$ cat config.mk
export PLATFORM = sky130hd
export DESIGN_NAME = i2c_reg_bridge
export DESIGN_NICKNAME = d
export VERILOG_FILES = /design/src/rtl/i2c_reg_bridge.sv
export SDC_FILE = /design/constraint.sdc
export NUM_CORES = 1
export LEC_CHECK = 0
export ABC_AREA = 1
export CORE_MARGIN = 5
export CORE_UTILIZATION = 61
export CTS_BUF_LIST = sky130_fd_sc_hd__clkbuf_2 sky130_fd_sc_hd__clkbuf_4 sky130_fd_sc_hd__clkbuf_8
export DETAILED_ROUTE_END_ITERATION = 6
export HOLD_SLACK_MARGIN = 0.05
export PLACE_DENSITY = 0.95
export SETUP_SLACK_MARGIN = 0.2
export SKIP_LAST_GASP = 1
export SLEW_MARGIN = 20
export SYNTH_ARGS = -nofsm -noshare
export SYNTH_HDL_FRONTEND = slang
export SYNTH_SLANG_ARGS = --single-unit
export TNS_END_PERCENT = 1
$ cat constraint.sdc
create_clock -name SYSCLK -period 3.81 [get_ports SYSCLK]
set_clock_uncertainty 0.05 [all_clocks]
set_input_delay 1.143 -clock SYSCLK [delete_from_list [all_inputs] [get_ports SYSCLK]]
set_output_delay 1.143 -clock SYSCLK [all_outputs]
set_load 0.03 [all_outputs]
$ cat src/rtl/i2c_reg_bridge.sv
// i2c_reg_bridge: I2C target front-end driving the one-hot register-port bus
// (PORT_CS / OFFSET_SEL / RD_WR / DIN / DOUT).
// Optional feature macro: I2C_TIMEOUT_EN. When defined, a transfer is aborted
// after SCL has been held low for TIMEOUT_CYCLES system clocks.
module i2c_reg_bridge #(
   parameter logic [6:0]  DEV_ADDR       = 7'h40
`ifdef I2C_TIMEOUT_EN
  ,parameter logic [19:0] TIMEOUT_CYCLES = 20'd250000
`endif
) (
   input  logic        SYSCLK,
   input  logic        RESET_N,
   input  logic        SCL_IN,
   input  logic        SDA_IN,
   output logic        SDA_OE,
   output logic        PORT_CS,
   output logic [15:0] OFFSET_SEL,
   output logic        RD_WR,
   output logic [7:0]  DIN,
   input  logic [7:0]  DOUT,
   output logic        BUSY
);

   typedef enum logic [3:0] {
      IDLE      = 4'd0,
      ADDR      = 4'd1,
      ADDR_ACK  = 4'd2,
      PTR       = 4'd3,
      PTR_ACK   = 4'd4,
      WDATA     = 4'd5,
      WDATA_ACK = 4'd6,
      RDATA     = 4'd7,
      RACK      = 4'd8,
      WAIT_STOP = 4'd9
   } state_t;

   // line conditioning
   logic        scl_meta_r, scl_sync_r, scl_prev_r;
   logic        sda_meta_r, sda_sync_r, sda_prev_r;
   logic        scl_rise_s, scl_fall_s, start_s, stop_s, abort_s;

   // FSM
   state_t      state_r, state_nxt_s;
   logic [2:0]  bit_cnt_r, bit_cnt_nxt_s;
   logic [6:0]  rx_r, rx_nxt_s;
   logic [7:0]  rx_byte_s;
   logic        rw_r, rw_nxt_s;
   logic        sda_oe_r, sda_oe_nxt_s;
   logic        ptr_load_s, wr_stb_s, rd_stb_s, rd_ack_s, tx_shift_s, clr_s;

   // register-port datapath
   logic [3:0]  ptr_r;
   logic [15:0] offset_sel_r;
   logic        port_cs_r, rd_wr_r, ld_r, busy_r;
   logic [7:0]  din_r, tx_r;
   logic [1:0]  rd_req_r;

   assign scl_rise_s = scl_sync_r & ~scl_prev_r;
   assign scl_fall_s = ~scl_sync_r & scl_prev_r;
   assign start_s    = scl_sync_r & scl_prev_r & sda_prev_r & ~sda_sync_r;
   assign stop_s     = scl_sync_r & scl_prev_r & ~sda_prev_r & sda_sync_r;
   assign rx_byte_s  = {rx_r, sda_sync_r};

   // Two-flop synchronisers plus a history flop for edge detection.
   always_ff @(posedge SYSCLK or negedge RESET_N) begin
      if (!RESET_N) begin
         scl_meta_r <= 1'b1;
         scl_sync_r <= 1'b1;
         scl_prev_r <= 1'b1;
         sda_meta_r <= 1'b1;
         sda_sync_r <= 1'b1;
         sda_prev_r <= 1'b1;
      end else begin
         scl_meta_r <= SCL_IN;
         scl_sync_r <= scl_meta_r;
         scl_prev_r <= scl_sync_r;
         sda_meta_r <= SDA_IN;
         sda_sync_r <= sda_meta_r;
         sda_prev_r <= sda_sync_r;
      end
   end

`ifdef I2C_TIMEOUT_EN
   logic [19:0] to_cnt_r;

   // Count SYSCLK cycles of SCL-low while a transfer is in progress.
   always_ff @(posedge SYSCLK or negedge RESET_N) begin
      if (!RESET_N) begin
         to_cnt_r <= 20'd0;
      end else if (scl_sync_r || !busy_r || abort_s) begin
         to_cnt_r <= 20'd0;
      end else begin
         to_cnt_r <= to_cnt_r + 20'd1;
      end
   end

   assign abort_s = busy_r & ~scl_sync_r & (to_cnt_r >= (TIMEOUT_CYCLES - 20'd1));
`else
   assign abort_s = 1'b0;
`endif

   // FSM state and bit-level registers.
   always_ff @(posedge SYSCLK or negedge RESET_N) begin
      if (!RESET_N) begin
         state_r   <= IDLE;
         bit_cnt_r <= 3'd0;
         rx_r      <= 7'd0;
         rw_r      <= 1'b0;
         sda_oe_r  <= 1'b0;
      end else begin
         state_r   <= state_nxt_s;
         bit_cnt_r <= bit_cnt_nxt_s;
         rx_r      <= rx_nxt_s;
         rw_r      <= rw_nxt_s;
         sda_oe_r  <= sda_oe_nxt_s;
      end
   end

   // Next-state logic: sample on SCL rise, drive SDA on SCL fall; bus
   // conditions override bit events.
   always_comb begin
      state_nxt_s   = state_r;
      bit_cnt_nxt_s = bit_cnt_r;
      rx_nxt_s      = rx_r;
      rw_nxt_s      = rw_r;
      sda_oe_nxt_s  = sda_oe_r;
      ptr_load_s    = 1'b0;
      wr_stb_s      = 1'b0;
      rd_stb_s      = 1'b0;
      rd_ack_s      = 1'b0;
      tx_shift_s    = 1'b0;
      clr_s         = 1'b0;
      if (start_s) begin
         state_nxt_s   = ADDR;
         bit_cnt_nxt_s = 3'd0;
         sda_oe_nxt_s  = 1'b0;
         clr_s         = 1'b1;
      end else if (stop_s || abort_s) begin
         state_nxt_s   = IDLE;
         bit_cnt_nxt_s = 3'd0;
         sda_oe_nxt_s  = 1'b0;
         clr_s         = 1'b1;
      end else begin
         case (state_r)
            IDLE: begin
               sda_oe_nxt_s = 1'b0;
            end
            ADDR, PTR, WDATA: begin
               if (scl_rise_s) begin
                  rx_nxt_s      = rx_byte_s[6:0];
                  bit_cnt_nxt_s = bit_cnt_r + 3'd1;
                  if (bit_cnt_r == 3'd7) begin
                     if (state_r == ADDR) begin
                        if (rx_byte_s[7:1] == DEV_ADDR) begin
                           state_nxt_s = ADDR_ACK;
                           rw_nxt_s    = rx_byte_s[0];
                        end else begin
                           state_nxt_s = WAIT_STOP;
                        end
                     end else if (state_r == PTR) begin
                        state_nxt_s = PTR_ACK;
                        ptr_load_s  = 1'b1;
                     end else begin
                        state_nxt_s = WDATA_ACK;
                        wr_stb_s    = 1'b1;
                     end
                  end else begin
                     state_nxt_s = state_r;
                  end
               end else if (scl_fall_s) begin
                  // first fall in a byte also ends the previous ACK
                  sda_oe_nxt_s = 1'b0;
               end else begin
                  sda_oe_nxt_s = sda_oe_r;
               end
            end
            ADDR_ACK, PTR_ACK, WDATA_ACK: begin
               if (scl_fall_s) begin
                  sda_oe_nxt_s = 1'b1;
               end else if (scl_rise_s) begin
                  bit_cnt_nxt_s = 3'd0;
                  if (state_r == ADDR_ACK && rw_r) begin
                     state_nxt_s = RDATA;
                     rd_stb_s    = 1'b1;
                  end else if (state_r == ADDR_ACK) begin
                     state_nxt_s = PTR;
                  end else begin
                     state_nxt_s = WDATA;
                  end
               end else begin
                  sda_oe_nxt_s = sda_oe_r;
               end
            end
            RDATA: begin
               if (scl_fall_s) begin
                  sda_oe_nxt_s = ~tx_r[7];
                  tx_shift_s   = 1'b1;
               end else if (scl_rise_s) begin
                  bit_cnt_nxt_s = bit_cnt_r + 3'd1;
                  if (bit_cnt_r == 3'd7) begin
                     state_nxt_s = RACK;
                  end else begin
                     state_nxt_s = RDATA;
                  end
               end else begin
                  sda_oe_nxt_s = sda_oe_r;
               end
            end
            RACK: begin
               if (scl_fall_s) begin
                  sda_oe_nxt_s = 1'b0;
               end else if (scl_rise_s) begin
                  if (!sda_sync_r) begin
                     state_nxt_s = RDATA;
                     rd_ack_s    = 1'b1;
                  end else begin
                     state_nxt_s = WAIT_STOP;
                  end
               end else begin
                  sda_oe_nxt_s = sda_oe_r;
               end
            end
            WAIT_STOP: begin
               sda_oe_nxt_s = 1'b0;
            end
            default: begin
               state_nxt_s  = IDLE;
               sda_oe_nxt_s = 1'b0;
            end
         endcase
      end
   end

   // Register-port initiator: pointer, one-hot decode, strobes, read capture.
   always_ff @(posedge SYSCLK or negedge RESET_N) begin
      if (!RESET_N) begin
         ptr_r        <= 4'h0;
         offset_sel_r <= 16'h0001;
         port_cs_r    <= 1'b0;
         rd_wr_r      <= 1'b1;
         din_r        <= 8'h00;
         tx_r         <= 8'h00;
         rd_req_r     <= 2'b00;
         ld_r         <= 1'b0;
         busy_r       <= 1'b0;
      end else begin
         offset_sel_r <= 16'd1 << ptr_r;
         busy_r       <= (state_nxt_s != IDLE);
         // port DOUT is valid the cycle after a read strobe
         ld_r         <= port_cs_r & rd_wr_r & ~clr_s;
         if (ld_r) begin
            tx_r <= DOUT;
         end else if (tx_shift_s) begin
            tx_r <= {tx_r[6:0], 1'b0};
         end
         // host ACK: bump pointer, let OFFSET_SEL settle, then strobe
         if (clr_s) begin
            rd_req_r <= 2'b00;
         end else begin
            rd_req_r <= {rd_req_r[0], rd_ack_s};
         end
         if (ptr_load_s) begin
            ptr_r <= rx_byte_s[3:0];
         end else if (rd_ack_s || (port_cs_r && !rd_wr_r)) begin
            ptr_r <= ptr_r + 4'd1;
         end
         port_cs_r <= 1'b0;
         if (!port_cs_r && !clr_s) begin
            if (wr_stb_s) begin
               port_cs_r <= 1'b1;
               rd_wr_r   <= 1'b0;
               din_r     <= rx_byte_s;
            end else if (rd_stb_s || (rd_req_r[1] && state_r == RDATA)) begin
               port_cs_r <= 1'b1;
               rd_wr_r   <= 1'b1;
            end
         end
      end
   end

   assign SDA_OE     = sda_oe_r;
   assign PORT_CS    = port_cs_r;
   assign OFFSET_SEL = offset_sel_r;
   assign RD_WR      = rd_wr_r;
   assign DIN        = din_r;
   assign BUSY       = busy_r;

endmodule

Word level (Yosys, flattened, before mapping)
Cells that the tools add are included.

storage, ports and cells
  flip-flop bits (word level) = 64
  bits of input ports = 12
  output and inout port bits = 28
  logic and storage cells = 155

cells by class
  $add $sub $neg = 2
  equality and inequality tests = 17
  shift-type cells = 1
  multiplexer cells = 74
  bitwise operators = 17
  reductions and logical operators = 24

operators with widths
  cell                                                                 number
  4-bit 2-to-1 mux                                                     16
  1-bit 2-to-1 mux                                                     43
  3-bit 2-to-1 mux                                                     8
  4-bit inequality test (second input constant)                        6
  4-bit one-hot mux with 5 select lines                                1
  4-bit by 3-bit == test with 1-bit output (second input constant)     4
  8-bit 2-to-1 mux                                                     2
  1-bit by 4-bit left shift with 16-bit output (first input constant)  1
  1-bit bitwise AND                                                    9
  3-bit one-hot mux with 3 select lines                                1
  4-bit by 2-bit == test with 1-bit output (second input constant)     2
  4-bit == test (second input constant)                                2
  1-bit NOT                                                            8
  4-bit AND reduction                                                  2
  7-bit == test (second input constant)                                1
  7-bit AND reduction                                                  1
  2-bit nonzero test                                                   3
  3-bit OR reduction                                                   2
  5-bit nonzero test                                                   1
  4-bit by 1-bit adder with 4-bit output (second input constant)       1
  4-bit by 1-bit == test with 1-bit output (second input constant)     1
  1-bit logical AND                                                    4
  4-bit logical NOT                                                    1
  2-bit 2-to-1 mux                                                     2
  other kinds (9)                                                      13

Longest topological paths before layout
  depth in word-level cells = 12
  mapped depth = 10
  depth with buffers taken out = 10

Worst setup path before layout
Ideal clock, no wire load.

  kind = register to output
  from = reg rd_wr_r, in the netlist RD_WR
  to = out RD_WR
  arrival time = 0.605 ns
  required time = 2.617 ns
  setup slack = 2.012 ns
  stages on the path, launching flop included = 1
  cell sequence = dfstp_2

RTL lines
  what                    line  text
  from (decl)             54    logic port_cs_r, rd_wr_r, ld_r, busy_r;
  from (signal assigned)  240   rd_wr_r <= 1'b1;
  from (signal assigned)  271   rd_wr_r <= 1'b0;
  from (signal assigned)  275   rd_wr_r <= 1'b1;
  to (decl)               18    output logic RD_WR,

No word-level cell between the ends.

Final worst setup path
  from = reg rd_wr_r, in the netlist RD_WR
  to = out RD_WR

No word-level cell between the ends.

==> impl_metrics.json <==
{
  "status": "finished clean",
  "synth_seq_cells": 64,
  "htree_levels": 3,
  "ios": 40,
  "p_sw_uw": 333,
  "drt_wl_total_um": 6460,
  "synth_cells": 340,
  "worstSkewPairLatency_ps": 340,
  "maxSlewViolCount": 0,
  "hold_start": "sda_meta_r",
  "place_area_mm2": 0.00335,
  "clock_path_buffers": 2,
  "grt_usage": 0.222,
  "synthTopCellsByArea": "dfrtp_1, nand2_1, dfstp_2",
  "fmax_ghz": 0.362,
  "min_period_ps": 2760,
  "ff2ff_path_depth": 7,
  "fin_ws_ps": 1050,
  "numCtsBuffers": 9,
  "synth_top_area_share": 0.480,
  "antenna_found_initial": 0,
  "die_w_um": 79.1,
  "critPathLaunch": "RD_WR",
  "period_share": 0.725,
  "avgSynthCellArea_um2": 8.58,
  "relSlewSlack": 0.550,
  "cp_cell_sequence": "clkdlybuf4s50_1",
  "yosys_warnings": 0,
  "synth_nets": 360,
  "cts_resized": 0,
  "worstSetupEndpointType": "primary output",
  "pwr-share-seq": 0.463,
  "start_util": 0.622,
  "drtIter0Drc": 168,
  "min_path_type": "reg -> reg",
  "rows": 25,
  "ys_seq_area_frac": 0.553,
  "setup_violations": 0,
  "die_area_mm2": 0.00626,
  "clkTransAtPathRegs_ps": 70,
  "first_global_vias": 2336,
  "syn_area_mm2": 0.00292,
  "clock_sinks": 64,
  "hpwl_um": 4410,
  "cp_slowest_stage_delay_ps": 670,
  "required_ps": 2620,
  "drc_errors": 0,
  "cap_violations": 0,
  "rsz0062_at_grt": "false",
  "place_ws_ps": 1420,
  "tns_ps": 0,
  "synth_common_cells": "nand2_1, dfrtp_1, inv_1, o21ai_0, nor2_1",
  "r2r-end": "DIN[4]",
  "crit-reg2reg-launch": "bit_cnt_r[1]",
  "hold_viol_final": 0,
  "ys.flop_type": "dfrtp_1",
  "hold_end": "sda_sync_r",
  "clockPowerShare": 0.477,
  "post_cts_buffers": 0,
  "crit_type": "reg -> out",
  "pwr-share-comb": 0.060,
  "ys_async_sr_fraction": 1.00,
  "critPathTopFamily": "buffers and inverters",
  "grt_max_degree": 44,
  "core_mm2": 0.00469,
  "die_height_um": 79.1,
  "yosysUniqueCellTypes": 30,
  "portBuffers": 39,
  "cp_slowest_cell": "clkdlybuf4s50_1",
  "ant_nets": 0,
  "tightest_slew_ps": 673,
  "worstSetupStartpointType": "register",
  "reg2reg_slack_ps": 1660,
  "cts_tree": "built",
  "hold_buffers": 0,
  "switching_share": 0.213,
  "synth_top_cell_by_area": "dfrtp_1",
  "grt_pass1_wl_um": 10600,
  "powerDensity_mw_per_mm2": 433,
  "fin_util": 0.769,
  "p_int_uw": 1230,
  "synth_enable_flop_cells": 0,
  "yosysMostFrequentCell": "nand2_1",
  "cp.buffers_inverters": 1,
  "arrival_ps": 1570,
  "wire_per_inst_um": 14.6,
  "fin_area_mm2": 0.00361,
  "critPathMaxFanout": 3,
  "p_leak_uw": 0.00178,
  "drt_first_pass_iters": 5,
  "overflow": 0,
  "route.vias.total": 2419,
  "drive_gt1_frac": 0.113,
  "ir_drop_mv": 0.228,
  "areaGrowthSynthToFinish_pct": 23.8,
  "holdPathStages": 0,
  "nets": 405,
  "clock-root-buffer": "clkbuf_8",
  "gp_congestion": 0.838,
  "antenna_cells": 0,
  "vias_per_cell": 5.45
}
[layout make-up]
type | count | area (um^2)
inverters | 56 | 211
flip-flops and latches | 64 | 1610
repair buffers | 40 | 393
clock buffers | 12 | 165
multi-input cells | 214 | 1060
clock inverters | 4 | 98.8
well taps | 54 | 67.6
fillers | 339 | 1080
[power groups by stage]
stage	clock network [uW]	registers [uW]	logic [uW]
after detailed placement	0	737	92.5
after floorplan	0	735	49.9
after global placement	0	734	87.3
final	746	725	93.2
after CTS	754	725	95.4
after global routing	781	727	112
[per-layer routing]
metal	wire length, um	part of all wire	vias to the layer above	track usage
met2	3190	0.49	108	0.375
met4	183	0.028	0	0.122
met5	0	0	-	0
met1	2740	0.42	1127	0.267
met3	352	0.054	23	0.0431
li1	-	-	1161	-
[stage by stage]
| stage | hold slack [ps] | std cells | power, uW |
|---|---|---|---|
| floorplan | 295 | 340 | 785 |
| global placement | 296 | 428 | 821 |
| detailed placement | 297 | 428 | 829 |
| CTS | 303 | 444 | 1570 |
| global route | 301 | 444 | 1620 |
| finish | 300 | 444 | 1560 |
[state kept, by name (all words and copies together), names as in the netlist]
| name | flops |
|---|---|
| BUSY | 1 |
| DIN | 8 |
| OFFSET_SEL | 16 |
| PORT_CS | 1 |
| RD_WR | 1 |
| SDA_OE | 1 |
| bit_cnt_r | 3 |
| ld_r | 1 |
| ptr_r | 4 |
| rd_req_r | 2 |
| rw_r | 1 |
| rx_r | 7 |
| scl_meta_r | 1 |
| scl_prev_r | 1 |
| scl_sync_r | 1 |
| sda_meta_r | 1 |
| sda_prev_r | 1 |
| sda_sync_r | 1 |
| state_r | 4 |
| tx_r | 8 |
[cells in the final DEF (no fill, tap or decap), drive strengths merged]
cell type	instances
nor2	31
o21bai	1
buf	2
clkdlybuf4s50	38
dfrtp	56
o22ai	1
clkinv	4
a21oi	8
o21ai	33
nand3	23
o211ai	3
nor3	14
inv	53
xor2	1
nand2	87
clkbuf	12
ha	8
dfstp	8
or2	1
nand3b	1
mux2	1
nand4	1
bufinv	3
[logic make-up after synthesis]
group | after synthesis | synth area share
flops | 64 | 0.553
compound gates | 46 | 0.0854
simple gates | 158 | 0.238
mux | 1 | 0.00386
xor+xnor | 1 | 0.00300
fa+ha+maj | 8 | 0.0343
buf+inv | 62 | 0.0832
[how the worst max path moves through the flow]
stage	to	slack [ps]	cells after the start
2_1_floorplan	RD_WR	2010	0
3_3_place_gp	RD_WR	1440	1
3_5_place_dp	RD_WR	1420	1
4_1_cts	RD_WR	1040	1
5_1_grt	RD_WR	1010	1
6_report	RD_WR	1050	1
No activity file was read; power rests on OpenSTA's default activity.
